[config.mk]
export PLATFORM = sky130hd
export DESIGN_NAME = mem_arbiter
export DESIGN_NICKNAME = d
export VERILOG_FILES = /design/src/rtl/mem_arbiter_pkg.sv /design/src/rtl/mem_arbiter.sv
export SDC_FILE = /design/constraint.sdc
export NUM_CORES = 1
export LEC_CHECK = 0
export CAP_MARGIN = 5
export CORE_ASPECT_RATIO = 0.7
export CORE_MARGIN = 5
export CORE_UTILIZATION = 42
export DETAILED_ROUTE_END_ITERATION = 10
export PLACE_DENSITY = 0.9
export SYNTH_ARGS = -nofsm -noshare
export SYNTH_HDL_FRONTEND = slang
export SYNTH_SLANG_ARGS = --single-unit
[constraint.sdc]
create_clock -name CLK -period 2.2 [get_ports CLK]
set_input_delay 0.44 -clock CLK [delete_from_list [all_inputs] [get_ports CLK]]
set_output_delay 0.44 -clock CLK [all_outputs]
set_load 0.02 [all_outputs]
[src/rtl/mem_arbiter_pkg.sv]
// Shared definitions for the instruction/data memory arbiter.
// This file holds the widths, the FSM state encoding and the side encoding for last_grant.
package mem_arbiter_pkg;

   localparam int unsigned MEM_ADDR_W = 6;
   localparam int unsigned BLOCK_W    = 32;

   typedef enum logic [1:0] {
      IDLE    = 2'd0,
      GRANT_I = 2'd1,
      GRANT_D = 2'd2
   } arb_state_e;

   typedef enum logic {
      SIDE_I = 1'b0,
      SIDE_D = 1'b1
   } arb_side_e;

endpackage

[src/rtl/mem_arbiter.sv]
// Round-robin arbiter between an instruction port and a data port sharing one block memory.
// The memory-side outputs and the returned read data are registered.
module mem_arbiter
   import mem_arbiter_pkg::*;
(
   input  logic                  CLK,
   input  logic                  RESET,
   input  logic                  i_read,
   input  logic [MEM_ADDR_W-1:0] i_address,
   output logic [BLOCK_W-1:0]    i_readdata,
   output logic                  i_busywait,
   input  logic                  d_read,
   input  logic                  d_write,
   input  logic [MEM_ADDR_W-1:0] d_address,
   input  logic [BLOCK_W-1:0]    d_writedata,
   output logic [BLOCK_W-1:0]    d_readdata,
   output logic                  d_busywait,
   output logic                  mem_read,
   output logic                  mem_write,
   output logic [MEM_ADDR_W-1:0] mem_address,
   output logic [BLOCK_W-1:0]    mem_writedata,
   input  logic [BLOCK_W-1:0]    mem_readdata,
   input  logic                  mem_busywait
);

   arb_state_e            state_q, state_d;
   arb_side_e             last_grant_q, last_grant_d;
   logic                  busy_seen_q, busy_seen_d;
   logic                  done_i_q, done_i_d;
   logic                  done_d_q, done_d_d;
   logic                  mem_read_q, mem_read_d;
   logic                  mem_write_q, mem_write_d;
   logic [MEM_ADDR_W-1:0] mem_address_q, mem_address_d;
   logic [BLOCK_W-1:0]    mem_writedata_q, mem_writedata_d;
   logic [BLOCK_W-1:0]    i_readdata_q, i_readdata_d;
   logic [BLOCK_W-1:0]    d_readdata_q, d_readdata_d;

   logic d_req;
   logic i_elig;
   logic d_elig;

   assign d_req  = d_read | d_write;
   assign i_elig = i_read & ~done_i_q;
   assign d_elig = d_req & ~done_d_q;

   // A side stays stalled until its own completion cycle, so it drops for exactly that one cycle.
   assign i_busywait = i_elig;
   assign d_busywait = d_elig;

   assign i_readdata    = i_readdata_q;
   assign d_readdata    = d_readdata_q;
   assign mem_read      = mem_read_q;
   assign mem_write     = mem_write_q;
   assign mem_address   = mem_address_q;
   assign mem_writedata = mem_writedata_q;

   always_ff @(posedge CLK) begin
      if (!RESET) begin
         state_q         <= IDLE;
         last_grant_q    <= SIDE_I;
         busy_seen_q     <= 1'b0;
         done_i_q        <= 1'b0;
         done_d_q        <= 1'b0;
         mem_read_q      <= 1'b0;
         mem_write_q     <= 1'b0;
         mem_address_q   <= '0;
         mem_writedata_q <= '0;
         i_readdata_q    <= '0;
         d_readdata_q    <= '0;
      end else begin
         state_q         <= state_d;
         last_grant_q    <= last_grant_d;
         busy_seen_q     <= busy_seen_d;
         done_i_q        <= done_i_d;
         done_d_q        <= done_d_d;
         mem_read_q      <= mem_read_d;
         mem_write_q     <= mem_write_d;
         mem_address_q   <= mem_address_d;
         mem_writedata_q <= mem_writedata_d;
         i_readdata_q    <= i_readdata_d;
         d_readdata_q    <= d_readdata_d;
      end
   end

   always_comb begin
      state_d         = state_q;
      last_grant_d    = last_grant_q;
      busy_seen_d     = busy_seen_q;
      done_i_d        = 1'b0;
      done_d_d        = 1'b0;
      mem_read_d      = mem_read_q;
      mem_write_d     = mem_write_q;
      mem_address_d   = mem_address_q;
      mem_writedata_d = mem_writedata_q;
      i_readdata_d    = i_readdata_q;
      d_readdata_d    = d_readdata_q;

      unique case (state_q)
         IDLE: begin
            // On a tie, the side that did not win last time gets the port.
            if (i_elig && (!d_elig || last_grant_q == SIDE_D)) begin
               state_d       = GRANT_I;
               busy_seen_d   = 1'b0;
               mem_read_d    = 1'b1;
               mem_write_d   = 1'b0;
               mem_address_d = i_address;
            end else if (d_elig) begin
               state_d         = GRANT_D;
               busy_seen_d     = 1'b0;
               mem_read_d      = ~d_write;
               mem_write_d     = d_write;
               mem_address_d   = d_address;
               mem_writedata_d = d_writedata;
            end
         end
         GRANT_I, GRANT_D: begin
            if (mem_busywait) begin
               busy_seen_d = 1'b1;
            end else if (busy_seen_q) begin
               state_d     = IDLE;
               mem_read_d  = 1'b0;
               mem_write_d = 1'b0;
               if (state_q == GRANT_I) begin
                  i_readdata_d = mem_readdata;
                  done_i_d     = 1'b1;
                  last_grant_d = SIDE_I;
               end else begin
                  if (mem_read_q) begin
                     d_readdata_d = mem_readdata;
                  end
                  done_d_d     = 1'b1;
                  last_grant_d = SIDE_D;
               end
            end
         end
         default: state_d = IDLE;
      endcase
   end

endmodule

==> results of run 1 <==
-- what timing repair did --
action	in CTS	in global routing
setup buffers	0	0
endpoints found under the setup margin	0	1
gates resized for setup	0	1
-- power by group --
group	switching, µW	internal, µW
Sequential	91.4	2160
Combinational	623	565
Clock	704	830
-- critical path, cell delays in order --
cell             delay (ns)
clkdlybuf4s50_1        0.51
nand2b_4               0.08
inv_2                  0.06
clkdlybuf4s50_1        0.60
-- placed cells by master (no fill, tap or decap), types with 2 or more instances in the layout --
cell             count
a21boi_0            60
a21boi_1             4
o21ai_0             33
clkbuf_8             2
buf_12               5
nand2_1            181
a21oi_1              3
o22ai_1              3
inv_6                2
o21ai_1              6
clkbuf_16            9
and3b_1              2
ha_1                 3
clkdlybuf4s50_1    185
nor2_1               3
dfxtp_1            110
a31oi_1              6
buf_4                5
inv_1                6
nand3_1             34
-- final timing paths --
check                                  startpoint           endpoint  slack, ns  cells after the start
worst max-delay path                       i_read         i_busywait       0.07                      4
worst min-delay path            mem_writedata[28]  mem_writedata[28]       0.46                      2
worst max register to register         state_q[0]     d_readdata[13]       0.32                      7
worst min register to register  mem_writedata[28]  mem_writedata[28]       0.46                      2
-- state kept, by name, summed over array words and instances (netlist names) --
register,count
busy_seen_q,1
d_readdata,32
done_d_q,1
done_i_q,1
i_readdata,32
last_grant_q,1
mem_address,6
mem_read,1
mem_write,1
mem_writedata,32
state_q,2
-- metal layers --
metal  vias up  part of all wire
li1       2012                 -
met1      1888              0.42
met2       158              0.49
met3        14             0.079
met4         0             0.010
met5         -                 0
-- area by class of cell --
type                            count  area (µm²)
Clock inverter                      4       30.03
Inverter                            7       26.28
Clock buffer                       11       252.7
Tap cell                          128       160.2
Sequential cell                   110        2202
Fill cell                         761        3273
Timing Repair Buffer              196        2002
Multi-Input combinational cell    354        1813
-- logic make-up (layout without fill, tap and decap cells) --
logic type / Yosys count / count (layout) / share of synthesized area
DFF: 110 / 110 / 0.5224
adders and majority gates: 3 / 3 / 0.008906
buffers and inverters: 45 / 218 / 0.04808
AOI/OAI and AO/OA: 123 / 123 / 0.1986
and+or+nand+nor: 228 / 228 / 0.2220
-- through the flow --
stage | instance area (µm²) | util | std cells | power (µW) | setup WS, ns
finish | 6486 | 0.6646 | 810 | 4970 | 0.07160
global route | 6486 | 0.6646 | 810 | 5219 | 0.04010
CTS | 6484 | 0.6644 | 810 | 5008 | 0.04317
detailed placement | 6201 | 0.6354 | 795 | 3480 | 0.003109
global placement | 6201 | 0.6354 | 795 | 3432 | 0.06203
floorplan | 4215 | - | 509 | 2916 | 0.4679
==> run summary, run 1 <==
Status: complete, no violations
Leading post-synthesis cells by cell area: dfxtp_1, nand2_1, a21boi_0
Post-synth cell types: 34
Synthesized area per cell: 8.282 µm²
Ratio of cells with drive above 1 in the final layout: 0.04692
Detailed placer's ending HPWL: 8997 µm
Synth Flop Type: dfxtp_1
Largest net degree at the start of global routing: 65
Clk sinks: 110
Routed via count: 4,072
Layout Nets: 763
Met3 Use GR: 0.05511
# DRC: 0
Slew Limit Headroom: 0.5645
CTS tree: yes
Met2 Use GR: 0.3336
CP endpoint kind: primary output
Total gr overflow: 0
Final setup viols: 0
Yosys warns: 0
Worst Hold Slack: 0.4559 ns
Gp weighted congestion: 0.7880
Top-count cell post-synth: nand2_1
Most used routing layer: met2
Die W: 129.7 µm
Worst-path fanout max: 4
#FFs+latches synth: 110
Tcrit/Tclk final: 0.9675
Leakage: 0.002269 µW
Syn Inst Count: 509
TritonCTS Buffers: 9
Yosys top cell area share: 0.5224
Overall routing resource usage: 0.1953
Maximum vdd drop: 0.3857 mV
Nature of the critical path startpoint: primary input
Min-delay worst type: flop to flop
Vias in the first global route: 4,003
Layout Skew: 0.003462 ns
Worst skew pair latency: 0.34 ns
Die H: 93.82 µm
Max_cap viols: 0
First-pass GRT wire length: 19,300 µm
Violation count after the first detailed-route iteration: 267
Htree depth: 3
Inserted Diodes: 0
Hold-fix buffers, CTS: 0
CTS root buf: clkbuf_16
Vias/cell: 5.027
Worst EP required: 1.76 ns
Clock buffer depth: 2
Post-synth EDFFs: 0
Routed Wire Length: 12,250 µm
Site Rows: 30
Antenna violations before repair: 0
Core Area: 9759 µm²
Minimum clock period after layout: 2.128 ns
Synth area leader: dfxtp_1
Die area: 12,170 µm²
Mean routed wirelength per cell: 15.12 µm
Initial Utilization: 0.4319
Achievable Freq: 0.4698 GHz
Grt met1 use: 0.2412
Syn-to-layout area delta: 53.87%
Async SR Flop Fraction: 0
Net Count, Synth: 594
Synth Cell Area: 4215 µm²
Port Buffer Count: 187
Sequential-to-total area share from yosys stat: 0.5224
Measured slew at the worst slew-check pin: 0.6533 ns
Setup TNS: 0 ns
# IOs: 188
Antenna-violating nets left: 0
Critical path class: primary input to primary output
Post-synth top cells: nand2_1, dfxtp_1, a21boi_0
Final hold vios: 0
Unrepaired setup endpoints after global routing: no
CP Data Arrival Time: 1.69 ns
Worst-path clk slew: 0.07 ns
First-pass DRT Iterations: 5
Pwr dens: 766.3 nW/µm²
Max Slew Vio Count: 0
No activity file was read; power rests on OpenSTA's default activity.
==> run 2: changes to the inputs <==
- CORE_ASPECT_RATIO: 0.7 -> default
- REMOVE_ABC_BUFFERS: default -> 1
==> run 2 against run 1 <==
  * Clock skew is 0.014 ns higher
  * Highest routed layer unchanged
  * Sequential power hardly changed
  * First-iteration DRC count is 36% lower
  * Power is 8.7% lower
==> run summary, run 2 (synthesized netlist as in run 1, its figures left out) <==
First-pass GRT wire length: 19,090 µm (-1.1%)
Buf/Inv on CP: 3 (unchanged)
Total gr overflow: 0 (unchanged)
Worst skew pair latency: 0.36 ns (+0.02 ns)
Most used routing layer: met2
Die H: 110.2 µm (+17%)
Mean routed wirelength per cell: 14.79 µm (-2.2%)
Antenna-violating nets left: 0 (unchanged)
Worst Hold Depth: 2 (unchanged)
Maximum vdd drop: 0.4627 mV (+20%)
Gp weighted congestion: 0.7656 (-2.8%)
Min-delay worst type: flop to flop
Syn-to-layout area delta: 51.59%
Unrepaired setup endpoints after global routing: no
Layout Nets: 765 (+0.26%)
Critical Path Stages: 4 (unchanged)
Inserted Diodes: 0 (unchanged)
Site Rows: 36 (+20%)
# DRC: 0 (unchanged)
Most frequent cells in the layout: clkdlybuf4s50_1, nand2_1, dfxtp_1, a21boi_0, nand3_1
Placed Instances: 802 (+0.88%)
Minimum clock period after layout: 2.146 ns (+0.01729 ns)
Largest net degree at the start of global routing: 65 (unchanged)
Overall routing resource usage: 0.1979 (+0.002571)
Routed Wire Length: 12,100 µm (-1.2%)
Leakage: 0.002217 µW (-2.3%)
Final hold vios: 0 (unchanged)
CP peak stage delay: 0.59 ns (about the same)
Final instance area: 6390 µm² (-1.5%)
Clock buffer depth: 2 (unchanged)
Measured slew at the worst slew-check pin: 0.6839 ns (+0.03068 ns)
Most used cell, CP: clkdlybuf4s50_1
Met3 Use GR: 0.07863 (+0.02351)
Delay-heaviest family, CP: buffers and inverters
Htree depth: 3 (unchanged)
Violation count after the first detailed-route iteration: 171 (-36%)
Core Area: 9774 µm² (+0.15%)
Utilization after layout: 0.6537 (-0.01088)
CTS root buf: clkbuf_8
Ratio of cells with drive above 1 in the final layout: 0.04964 (+0.002714)
Vias in the first global route: 4,136 (+3.3%)
TritonCTS Buffers: 9 (unchanged)
Detailed placer's ending HPWL: 8985 µm (-0.14%)
Tcrit/Tclk final: 0.9753 (+0.007859)
Achievable Freq: 0.4661 GHz (-0.81%)
Worst EP required: 1.76 ns (about the same)
# IOs: 188 (unchanged)
Die area: 12,140 µm² (-0.27%)
Status: complete, no violations
CTS tree: yes
Critical-path top delay cell: clkdlybuf4s50_1
Clk sinks: 110 (unchanged)
Pwr Total: 4536 µW (-8.7%)
Setup WS pre-CTS: -0.02012 ns (-0.02323 ns)
Slew Limit Headroom: 0.5440 (-0.02045)
Critical path class: primary input to primary output
Layout Skew: 0.01714 ns (+0.01367 ns)
Fin cells: 818 (+0.99%)
Antenna violations before repair: 0 (unchanged)
Grt met1 use: 0.2109 (-0.03038)
Critical-path cell list: clkdlybuf4s50_1, o21bai_2, inv_1, clkdlybuf4s50_1
Worst setup margin: 0.05431 ns (-0.01729 ns)
Port Buffer Count: 187 (unchanged)
Cells on worst reg2reg path: 7 (unchanged)
CP Data Arrival Time: 1.71 ns (+0.02 ns)
Max_cap viols: 0 (unchanged)
Pwr dens: 709.8 nW/µm² (-7.4%)
Vias/cell: 4.967 (-1.2%)
Nature of the critical path startpoint: primary input
Commonest non-fill, non-tap cell in the layout: clkdlybuf4s50_1
Max Slew Vio Count: 0 (unchanged)
Final setup viols: 0 (unchanged)
CP endpoint kind: primary output
Die W: 110.2 µm (-15%)
Worst-path fanout max: 3 (-1)
Worst-path clk slew: 0.10 ns (+0.03 ns)
Routed via count: 4,063 (-0.22%)
First-pass DRT Iterations: 5 (unchanged)
Initial Utilization: 0.4313 (-0.0006635)
Met2 Use GR: 0.3635 (+0.02990)
DP Area: 6210 µm² (+0.14%)
## run 2: cell count changes in the layout (fill, tap and decap cells not counted)
cell             before  now
clkbuf_16             9    0
clkbuf_8              2   10
buf_4                 5    8
clkbuf_1              0    2
clkinvlp_4            1    3
buf_12                5    4
clkdlybuf4s50_1     185  186
clkinv_2              1    0
dlymetal6s2s_1        1    0
inv_6                 2    1
o21bai_1              1    0
o21bai_2              0    1
## run 2: timing repair
item | 4_1_cts | 5_1_grt
gates resized for setup | 0 | 1
hold buffers | 0 | 0
endpoints found under the setup margin | 0 | 1
setup buffers | 0 | 0
## run 2: worst min-delay path: stages (launching register included)
cell     delay (ns)
dfxtp_1        0.32
nand2_1        0.05
o21ai_1        0.05
## run 2: cell type report
cell class | count | area, µm²
Sequential cell | 110 | 2202
Inverter | 7 | 26.28
Timing Repair Buffer | 198 | 2002
Multi-Input combinational cell | 354 | 1817
Clock buffer | 12 | 145.1
Tap cell | 133 | 166.4
Fill cell | 797 | 3385
Clock inverter | 4 | 31.28
## run 2: worst paths after layout
| path | startpoint | end | slack (ns) |
|---|---|---|---|
| max | d_write | d_busywait | 0.05 |
| min | mem_writedata[30] | mem_writedata[30] | 0.45 |
| max reg2reg | state_q[0] | d_readdata[6] | 0.27 |
| min reg2reg | mem_writedata[30] | mem_writedata[30] | 0.45 |
## run 2: routing by layer
| layer | wire length [µm] | up-vias |
|---|---|---|
| met5 | 0 | - |
| met4 | 121 | 0 |
| met3 | 1218 | 12 |
| met2 | 6093 | 158 |
| met1 | 4667 | 1876 |
| li1 | - | 2017 |
## run 2: power by group
part	switching, µW	internal (µW)	leakage (µW)
registers	88.8	2150	0.000895
clock network	655	449	0.0000792
logic	622	567	0.00124
## run 2: per-stage QoR
| stage | setup TNS, ns | hold WS (ns) |
|---|---|---|
| 3_5_place_dp | -0.02012 | 0.4398 |
| 5_1_grt | 0 | 0.4799 |
| 3_3_place_gp | 0 | 0.4348 |
| 4_1_cts | 0 | 0.4560 |
| 2_1_floorplan | -12.17 | 0.4463 |
| 6_report | 0 | 0.4532 |
==> run 3: changes to the inputs <==
- ABC_CLOCK_PERIOD_IN_PS: default -> 2200
==> results of run 3 <==
Same layout as run 2: the final DEF is identical, and so are final timing and power.
